==> config.mk <==
export PLATFORM = sky130hd
export DESIGN_NAME = logical_or_arbiter
export DESIGN_NICKNAME = d
export VERILOG_FILES = /design/src/rtl/logical_or_arbiter_pkg.sv /design/src/rtl/LogicalOR.sv /design/src/rtl/logical_or_arbiter_rr_grant_select.sv /design/src/rtl/logical_or_arbiter.sv
export SDC_FILE = /design/constraint.sdc
export NUM_CORES = 1
export LEC_CHECK = 0
export ABC_AREA = 1
export CAP_MARGIN = 20
export CELL_PAD_IN_SITES_DETAIL_PLACEMENT = 1
export CELL_PAD_IN_SITES_GLOBAL_PLACEMENT = 1
export CORE_MARGIN = 5
export CORE_UTILIZATION = 21
export DETAILED_ROUTE_END_ITERATION = 8
export MAX_ROUTING_LAYER = met4
export PLACE_DENSITY_LB_ADDON = 0.2
export SETUP_SLACK_MARGIN = 0.15
export SLEW_MARGIN = 25
export SYNTH_ARGS = -nofsm -noshare
export SYNTH_HDL_FRONTEND = slang
export SYNTH_SLANG_ARGS = --single-unit
==> constraint.sdc <==
create_clock -name clk -period 3.6 [get_ports clk]
set_input_delay 0.36 -clock clk [delete_from_list [all_inputs] [get_ports clk]]
set_output_delay 0.36 -clock clk [all_outputs]
set_load 0.03 [all_outputs]
==> src/rtl/logical_or_arbiter_pkg.sv <==
// Shared types and helpers for the logical-OR round-robin arbiter.
package logical_or_arbiter_pkg;

    typedef enum logic {
        SLOT_EMPTY = 1'b0,
        SLOT_FULL  = 1'b1
    } slot_state_t;

    function automatic int idx_w(input int nreq);
        return (nreq > 1) ? $clog2(nreq) : 1;
    endfunction

endpackage

==> src/rtl/LogicalOR.sv <==
// Logical OR of two N-bit operands: c = (a != 0) || (b != 0).
// MODEL selects the implementation style; an unknown name falls back to DataFlow.
module LogicalOR #(
    parameter int    N     = 8,
    parameter string MODEL = "Structural"
) (
    input  logic [N-1:0] a,
    input  logic [N-1:0] b,
    output logic         c
);

    if (MODEL == "Structural") begin : g_structural
        logic [2*N-1:0] ab_s;
        logic [2*N-1:0] chain_s;

        assign ab_s       = {a, b};
        assign chain_s[0] = ab_s[0];
        for (genvar g = 1; g < 2 * N; g++) begin : g_or_chain
            or u_or (chain_s[g], chain_s[g-1], ab_s[g]);
        end
        assign c = chain_s[2*N-1];
    end else if (MODEL == "Behavioral") begin : g_behavioral
        // Spelled out as the comparison itself rather than a reduction.
        always_comb begin
            if ((a != {N{1'b0}}) || (b != {N{1'b0}})) begin
                c = 1'b1;
            end else begin
                c = 1'b0;
            end
        end
    end else begin : g_dataflow
        assign c = (|a) | (|b);
    end

endmodule

==> src/rtl/logical_or_arbiter_rr_grant_select.sv <==
// Combinational round-robin picker: first set request at or after ptr_i, cyclically.
module rr_grant_select
    import logical_or_arbiter_pkg::*;
#(
    parameter int NREQ = 4,
    parameter int IW   = idx_w(NREQ)
) (
    input  logic [NREQ-1:0] req_i,
    input  logic [IW-1:0]   ptr_i,
    output logic [NREQ-1:0] gnt_o,
    output logic [IW-1:0]   idx_o,
    output logic            any_o
);

    logic [IW-1:0] cand_s;

    // Walk the requests starting at the pointer and keep the first hit.
    always_comb begin
        gnt_o  = {NREQ{1'b0}};
        idx_o  = {IW{1'b0}};
        any_o  = 1'b0;
        cand_s = {IW{1'b0}};
        for (int k = 0; k < NREQ; k++) begin
            cand_s = IW'((int'(ptr_i) + k) % NREQ);
            if (!any_o && req_i[cand_s]) begin
                any_o         = 1'b1;
                idx_o         = cand_s;
                gnt_o[cand_s] = 1'b1;
            end else begin
                any_o = any_o;
            end
        end
    end

endmodule

==> src/rtl/logical_or_arbiter.sv <==
// Round-robin arbiter sharing one LogicalOR between NREQ requesters, one-entry response slot.
// Optional per-requester saturating grant counters: LOGICAL_OR_ARBITER_STATS_EN.
module logical_or_arbiter
    import logical_or_arbiter_pkg::*;
#(
    parameter int    NREQ   = 4,
    parameter int    N      = 8,
    parameter string MODEL  = "Structural",
    parameter int    STAT_W = 16,
    localparam int   IW     = idx_w(NREQ)
) (
    input  logic               clk,
    input  logic               rst,
    input  logic [NREQ-1:0]    req_valid,
    output logic [NREQ-1:0]    req_ready,
    input  logic [NREQ*N-1:0]  req_a,
    input  logic [NREQ*N-1:0]  req_b,
    output logic               rsp_valid,
    input  logic               rsp_ready,
    output logic               rsp_c,
    output logic [IW-1:0]      rsp_id
`ifdef LOGICAL_OR_ARBITER_STATS_EN
    ,
    output logic [NREQ*STAT_W-1:0] grant_count
`endif
);

    if ((NREQ < 2) || (NREQ > 16) || (N < 1) || (STAT_W < 1)) begin : g_param_check
        $error("logical_or_arbiter: parameter out of range");
    end

    slot_state_t   state_q, state_d;
    logic [IW-1:0] ptr_q, ptr_d;
    logic          rsp_c_q, rsp_c_d;
    logic [IW-1:0] rsp_id_q, rsp_id_d;

    logic            can_issue_s;
    logic [NREQ-1:0] req_masked_s;
    logic [NREQ-1:0] gnt_s;
    logic [IW-1:0]   gnt_idx_s;
    logic            gnt_any_s;
    logic [N-1:0]    a_mux_s;
    logic [N-1:0]    b_mux_s;
    logic            or_c_s;

    // Nothing is granted while reset is held, so a reset edge never races a grant.
    assign can_issue_s  = !rst && ((state_q == SLOT_EMPTY) || rsp_ready);
    assign req_masked_s = req_valid & {NREQ{can_issue_s}};

    rr_grant_select #(
        .NREQ (NREQ),
        .IW   (IW)
    ) u_sel (
        .req_i (req_masked_s),
        .ptr_i (ptr_q),
        .gnt_o (gnt_s),
        .idx_o (gnt_idx_s),
        .any_o (gnt_any_s)
    );

    assign req_ready = gnt_s;

    // Route the granted requester's operands to the shared OR datapath.
    always_comb begin
        a_mux_s = {N{1'b0}};
        b_mux_s = {N{1'b0}};
        for (int i = 0; i < NREQ; i++) begin
            if (gnt_s[i]) begin
                a_mux_s = req_a[i*N +: N];
                b_mux_s = req_b[i*N +: N];
            end else begin
                a_mux_s = a_mux_s;
                b_mux_s = b_mux_s;
            end
        end
    end

    LogicalOR #(
        .N     (N),
        .MODEL (MODEL)
    ) u_or (
        .a (a_mux_s),
        .b (b_mux_s),
        .c (or_c_s)
    );

    // Slot next state; a grant while FULL refills the slot without a bubble.
    always_comb begin
        state_d  = state_q;
        ptr_d    = ptr_q;
        rsp_c_d  = rsp_c_q;
        rsp_id_d = rsp_id_q;
        case (state_q)
            SLOT_EMPTY: begin
                if (gnt_any_s) begin
                    state_d = SLOT_FULL;
                end else begin
                    state_d = SLOT_EMPTY;
                end
            end
            SLOT_FULL: begin
                if (gnt_any_s) begin
                    state_d = SLOT_FULL;
                end else if (rsp_ready) begin
                    state_d = SLOT_EMPTY;
                end else begin
                    state_d = SLOT_FULL;
                end
            end
            default: begin
                state_d = SLOT_EMPTY;
            end
        endcase
        if (gnt_any_s) begin
            rsp_c_d  = or_c_s;
            rsp_id_d = gnt_idx_s;
            if (gnt_idx_s == IW'(NREQ - 1)) begin
                ptr_d = {IW{1'b0}};
            end else begin
                ptr_d = gnt_idx_s + IW'(1);
            end
        end else begin
            ptr_d = ptr_q;
        end
    end

    // Slot, pointer and response registers.
    always_ff @(posedge clk) begin
        if (rst) begin
            state_q  <= SLOT_EMPTY;
            ptr_q    <= {IW{1'b0}};
            rsp_c_q  <= 1'b0;
            rsp_id_q <= {IW{1'b0}};
        end else begin
            state_q  <= state_d;
            ptr_q    <= ptr_d;
            rsp_c_q  <= rsp_c_d;
            rsp_id_q <= rsp_id_d;
        end
    end

    assign rsp_valid = (state_q == SLOT_FULL);
    assign rsp_c     = rsp_c_q;
    assign rsp_id    = rsp_id_q;

`ifdef LOGICAL_OR_ARBITER_STATS_EN
    logic [STAT_W-1:0] cnt_q [NREQ];

    // Per-requester grant counters that stop at all-ones instead of wrapping.
    always_ff @(posedge clk) begin
        for (int i = 0; i < NREQ; i++) begin
            if (rst) begin
                cnt_q[i] <= {STAT_W{1'b0}};
            end else if (gnt_s[i] && (cnt_q[i] != {STAT_W{1'b1}})) begin
                cnt_q[i] <= cnt_q[i] + STAT_W'(1);
            end else begin
                cnt_q[i] <= cnt_q[i];
            end
        end
    end

    // Pack the counters onto the flat output bus.
    always_comb begin
        grant_count = {(NREQ*STAT_W){1'b0}};
        for (int i = 0; i < NREQ; i++) begin
            grant_count[i*STAT_W +: STAT_W] = cnt_q[i];
        end
    end
`endif

endmodule

==> impl_results.md, run 1 <==
* Vias in the first global route at 1,466
* TritonRoute pass-1 iters at 2
* Cell Int Power at 497.8 uW
* Total number of vias at 1,339
* Clock latency on the worst-skew pair at 0.23 ns
* Initial Util at 0.2211
* Reg2reg end: ptr_q[1]
* Number of clock sinks at 6
* Period utilization at 0.9004
* Final slew viol count at 0
* TritonCTS Buffers at 3
* PostCTS Resize Cnt at 0
* VDD IR max at 0.0004006 V
* YS warnings at 0
* DRT iter0 DRCs at 16
* Actual slew at the worst max-slew pin at 0.4257 ns
* Pleak at 0.0007394 uW
* Top cells by area, synth: nand2_1, dfxtp_1, nor4_1
* Seq pwr share at 0.116
* TNS Setup at 0 ns
* Layout area overhead at 96.10%
* Largest stage delay on the critical path at 0.70 ns
* Cell Rows at 23
* First-pass GRT wire length at 6368 um
* NetSw at 586.0 uW
* Design area at 1759 um2
* Seq/Total Area, Yosys at 0.1339
* Crit path cell chain: inv_4 > ha_1 > inv_1 > nand3_1 > nand2_2 > nor2_2 > nand2_1 > nand2_1 > a21oi_1 > nand2_1 > clkdlybuf4s50_1
* Endpoints failing setup at 0
* H-tree depth at 1
* Initial antenna violation count at 0
* Synth area leader: nand2_1
* Port bufs at 78
* Placed cell area at 1718 um2
* Synthesized area per cell at 6.318 um2
* Switching share of total power at 0.5407
* Core area at 4058 um2
* Die span in x at 75.36 um
* Setup Skew at 0.002140 ns
* CP startpoint kind: flop
* Gr usage total at 0.1473
* Mapped Nets at 218
* Pin count of the biggest net entering global routing at 12
* #FFs+latches synth at 6
* Ratio of cells with drive above 1 in the final layout at 0.1176
* RSZ-0062 raised after global routing: false
* Clock transition at path regs at 0.04 ns
* CTS Buffer Depth at 2
* Hold worst-path end: rsp_c
* Nets at 299
* Pwr per Cell Area at 616.1 nW/um2
* Vias per cell at 4.941
* Critical Path RT at 3.24 ns
* Seq. cell area at 120.1 um2
* Outcome: complete, no violations
* RD Place Congestion at 0.8609
* GR Overflow Total at 0
* FILL cells at 513
* Crit end category: primary output
* Worst slew margin at 0.7158
* Clock power frac at 0.095
* Die Height at 75.36 um
* CP Max Fanout at 10
* Cells after Synth at 142
* Drc violations at 0
* Mapped Area at 897.1 um2
* Yosys top cell area share at 0.1757
* Hold_sp: rsp_c
* CP max stage cell: clkdlybuf4s50_1
* Reg2reg path depth at 12
* Post-CTS Hold Fix Bufs at 0
* Multi-input gate area at 703.2 um2
* Minimum clock period after layout at 3.242 ns
* HPWL after DPL at 3729 um
* Root Buffer: clkbuf_8
* Max-cap violations at 0
* Die footprint at 5679 um2
* CP arrival at 2.88 ns
* Routed len/inst at 15.48 um
* Post-CTS Setup Bufs at 0
* Reg2reg setup slack at 1.11 ns
* Diode count at 0
* Count of cell types in the netlist at 27
* Fin. Hold Viols at 0
* Final WL at 4195 um
* I/O pin total at 79
* ANT nets after route at 0
* Combinational power share at 0.789
* Hold WC Path Type: reg -> reg
* CP Class: reg -> out
* CTS tree: done
* CP most frequent cell: nand2_1
* Fmax at 308.5 MHz
* Hold depth at 2
-- layer usage --
layer,global-route usage,share of wire,vias to the layer above
li1,-,-,663
met1,0.1521,0.38,627
met2,0.2790,0.52,44
met3,0.02243,0.085,5
met4,0.05243,0.013,0
met5,-,0,-
-- area by class of cell --
cell class	instances	share of cell area
Timing Repair Buffer	78	0.4438
Clock buffer	3	0.02347
Sequential cell	6	0.06828
Tap cell	50	0.03556
Inverter	13	0.02916
Multi-Input combinational cell	121	0.3997
-- cell usage after synthesis --
cell type	number
a21oi_2	1
nand4_1	9
inv_2	3
a22oi_1	1
nor2_1	5
nand3_2	2
nor2_4	1
ha_1	5
buf_6	2
nand2_1	42
o21ai_1	3
clkinv_1	2
nand4_2	3
nand3_1	12
nand2_2	6
o211a_1	1
o211ai_1	1
nor3_1	1
xor2_1	1
inv_1	7
dfxtp_1	6
a21oi_1	5
nor4_1	16
nand2_4	2
o22ai_2	1
nor2_2	3
inv_4	1
-- cell usage in the layout, fill, tap and decap left out, drive strengths merged --
master,instances
clkdlybuf4s50,78
nand2,50
nor4,16
nand3,14
nand4,12
inv,11
nor2,9
dfxtp,6
a21oi,6
ha,5
o21ai,3
clkbuf,3
clkinv,2
a22oi,1
o211ai,1
o22ai,1
o211a,1
nor3,1
xor2,1
-- kinds of logic (layout without fill, tap and decap cells) --
logic type,after synthesis,in the layout,share of synthesized area
and+or+nand+nor,102,102,0.6081
buffers and inverters,15,94,0.08230
AOI/OAI and AO/OA,13,13,0.09623
DFF,6,6,0.1339
adders and majority gates,5,5,0.06974
xor gates and xnor gates,1,1,0.009765
-- critical path, delay by kind of cell (launching register included) --
family / cells / cell delay (ns)
adders and majority gates: 1 / 0.42
buffers and inverters: 3 / 0.91
and+or+nand+nor: 6 / 0.70
DFF: 1 / 0.57
AOI/OAI and AO/OA: 1 / 0.04
-- power groups by stage --
stage               clock [uW]  sequential, uW  combinational [uW]
finish                     103             126                 855
floorplan                    0             141                 561
global placement             0             126                 843
CTS                        106             126                 863
detailed placement           0             127                 859
global route               112             131                 937
-- stage by stage --
stage | utilization | worst slack [ns] | total power [uW] | instances | hold slack, ns
global placement | 0.4234 | 0.6620 | 969.0 | 268 | 0.4615
detailed placement | 0.4234 | 0.5606 | 985.7 | 268 | 0.4625
CTS | 0.4335 | 0.3641 | 1096 | 271 | 0.4731
floorplan | - | 1.442 | 701.6 | 142 | 0.4291
finish | 0.4335 | 0.3585 | 1084 | 271 | 0.4695
global route | 0.4335 | 0.1605 | 1180 | 271 | 0.5101
-- how the worst max path moves through the flow --
stage               slack (ns)      endpoint  startpoint  cells past startpoint
floorplan                 1.44         rsp_c    ptr_q[1]                     14
global placement          0.66  req_ready[2]        flop                     10
detailed placement        0.56  req_ready[2]         rst                     12
CTS                       0.36  req_ready[2]        flop                     11
global route              0.16  req_ready[2]        flop                     11
finish                    0.36  req_ready[2]        flop                     11
No activity file was read; power rests on OpenSTA's default activity.
==> run 2, diff against run 1 <==
- CORE_ASPECT_RATIO: default -> 0.75
- CTS_BUF_LIST: default -> sky130_fd_sc_hd__clkbuf_8
==> run 2 against run 1 <==
Clock power is 4% lower. Largest cell class unchanged. Non-clock buffer count stayed put. Largest power group unchanged. Highest routed layer unchanged. Critical path type unchanged. Cell count is 1.8% higher. Sequential power hardly changed.
==> impl_results.md, run 2 (synthesis results as in run 1) <==
* Vias in the first global route at 1,434
* Port bufs at 78
* Nets at 299
* Most common cell after layout, fill and taps aside: clkdlybuf4s50_1
* Cell Rows at 20
* Crit end category: primary output
* TritonCTS Buffers at 3
* GR Overflow Total at 0
* CTS tree: done
* CP startpoint kind: flop
* Reg2reg path depth at 16
* Final core utilization at 0.4328
* Largest stage delay on the critical path at 0.69 ns
* Layout area overhead at 96.79%
* Highest-count cells in the layout ignoring fill and taps: clkdlybuf4s50_1, nand2_1, nor4_1, nand3_1, nand4_1
* H-tree depth at 1
* Total number of vias at 1,353
* Clock latency on the worst-skew pair at 0.22 ns
* Endpoints failing setup at 0
* Initial antenna violation count at 0
* Actual slew at the worst max-slew pin at 0.4410 ns
* Hold depth at 2
* Routed len/inst at 15.33 um
* CP Max Fanout at 10
* HPWL after DPL at 3829 um
* Final WL at 4232 um
* Crit path cell chain: inv_4 > ha_1 > inv_1 > nand3_1 > nand2_2 > nand4_2 > inv_2 > nand2_1 > nand3_2 > clkdlybuf4s50_1
* Clock transition at path regs at 0.04 ns
* Pleak at 0.0007394 uW
* Core area at 4079 um2
* Diode count at 0
* Drc violations at 0
* Placed cell area at 1724 um2
* Post-CTS Hold Fix Bufs at 0
* Fmax at 305.5 MHz
* Period utilization at 0.9091
* CP Class: reg -> out
* RD Place Congestion at 0.8785
* Ratio of cells with drive above 1 in the final layout at 0.1176
* DRT iter0 DRCs at 49
* Die footprint at 5693 um2
* Hold WC Path Type: reg -> reg
* Pin count of the biggest net entering global routing at 12
* ANT nets after route at 0
* Minimum clock period after layout at 3.273 ns
* VDD IR max at 0.0004132 V
* Setup Skew at 0.002059 ns
* Final slew viol count at 0
* First-pass GRT wire length at 6486 um
* Root Buffer: clkbuf_8
* I/O pin total at 79
* Max-cap violations at 0
* TritonRoute pass-1 iters at 4
* Gr usage total at 0.1458
* Fin. Hold Viols at 0
* CTS Buffer Depth at 2
* Die span in x at 85.47 um
* CP arrival at 2.91 ns
* CP max stage cell: clkdlybuf4s50_1
* Critical Path RT at 3.24 ns
* Post-CTS Setup Bufs at 0
* Outcome: complete, no violations
* Initial Util at 0.2199
* PostCTS Resize Cnt at 0
* Worst slew margin at 0.7056
* TNS Setup at 0 ns
* Vias per cell at 4.902
* Number of clock sinks at 6
* Pwr per Cell Area at 616.7 nW/um2
* Design area at 1765 um2
* RSZ-0062 raised after global routing: false
* Die Height at 66.61 um
-- run 2: cell counts in the layout (fill, tap and decap cells not counted) --
No cell type changed its count.
-- run 2: power breakdown --
group	switching (uW)	internal [uW]
registers	33.8	93.7
logic	531	332
clock network	27.0	71.6
-- run 2: per-stage QoR --
step	hold WS [ns]	power, uW	instances	worst slack [ns]
floorplan	0.4291	701.6	142	1.442
global placement	0.4569	968.6	273	0.6098
detailed placement	0.4714	991.0	273	0.5438
CTS	0.4752	1100	276	0.3290
global route	0.5044	1187	276	0.1511
finish	0.4692	1089	276	0.3272
-- run 2: layout make-up --
cell class                 instances  area (um2)
fill                             520        2313
timing repair buffer              78       780.7
multi-input combinational        121       703.2
sequential                         6       120.1
tap                               55       68.82
inverter                          13       51.30
clock buffer                       3       41.29
-- run 2: worst max-delay path, delay by kind of cell, from the launching register on --
kind / cells / cell delay (ns)
adder cells (fa/ha/maj): 1 / 0.40
buffers and inverters: 4 / 1.07
flip-flops: 1 / 0.58
AND/OR/NAND/NOR: 5 / 0.64
-- run 2: metal layers --
layer	vias to the layer above	global-route usage	wire (um)
li1	669	-	-
met1	641	0.1657	1609
met2	39	0.2781	2424
met3	4	0.02101	169
met4	0	0.02174	28
met5	-	-	0
-- run 2: worst paths after layout --
check	from	to	slack (ns)
worst min-delay path	rsp_c	rsp_c	0.47
worst max-delay path	flop	req_ready[3]	0.33
worst max register to register	flop	rsp_c	1.13
worst min register to register	rsp_c	rsp_c	0.47
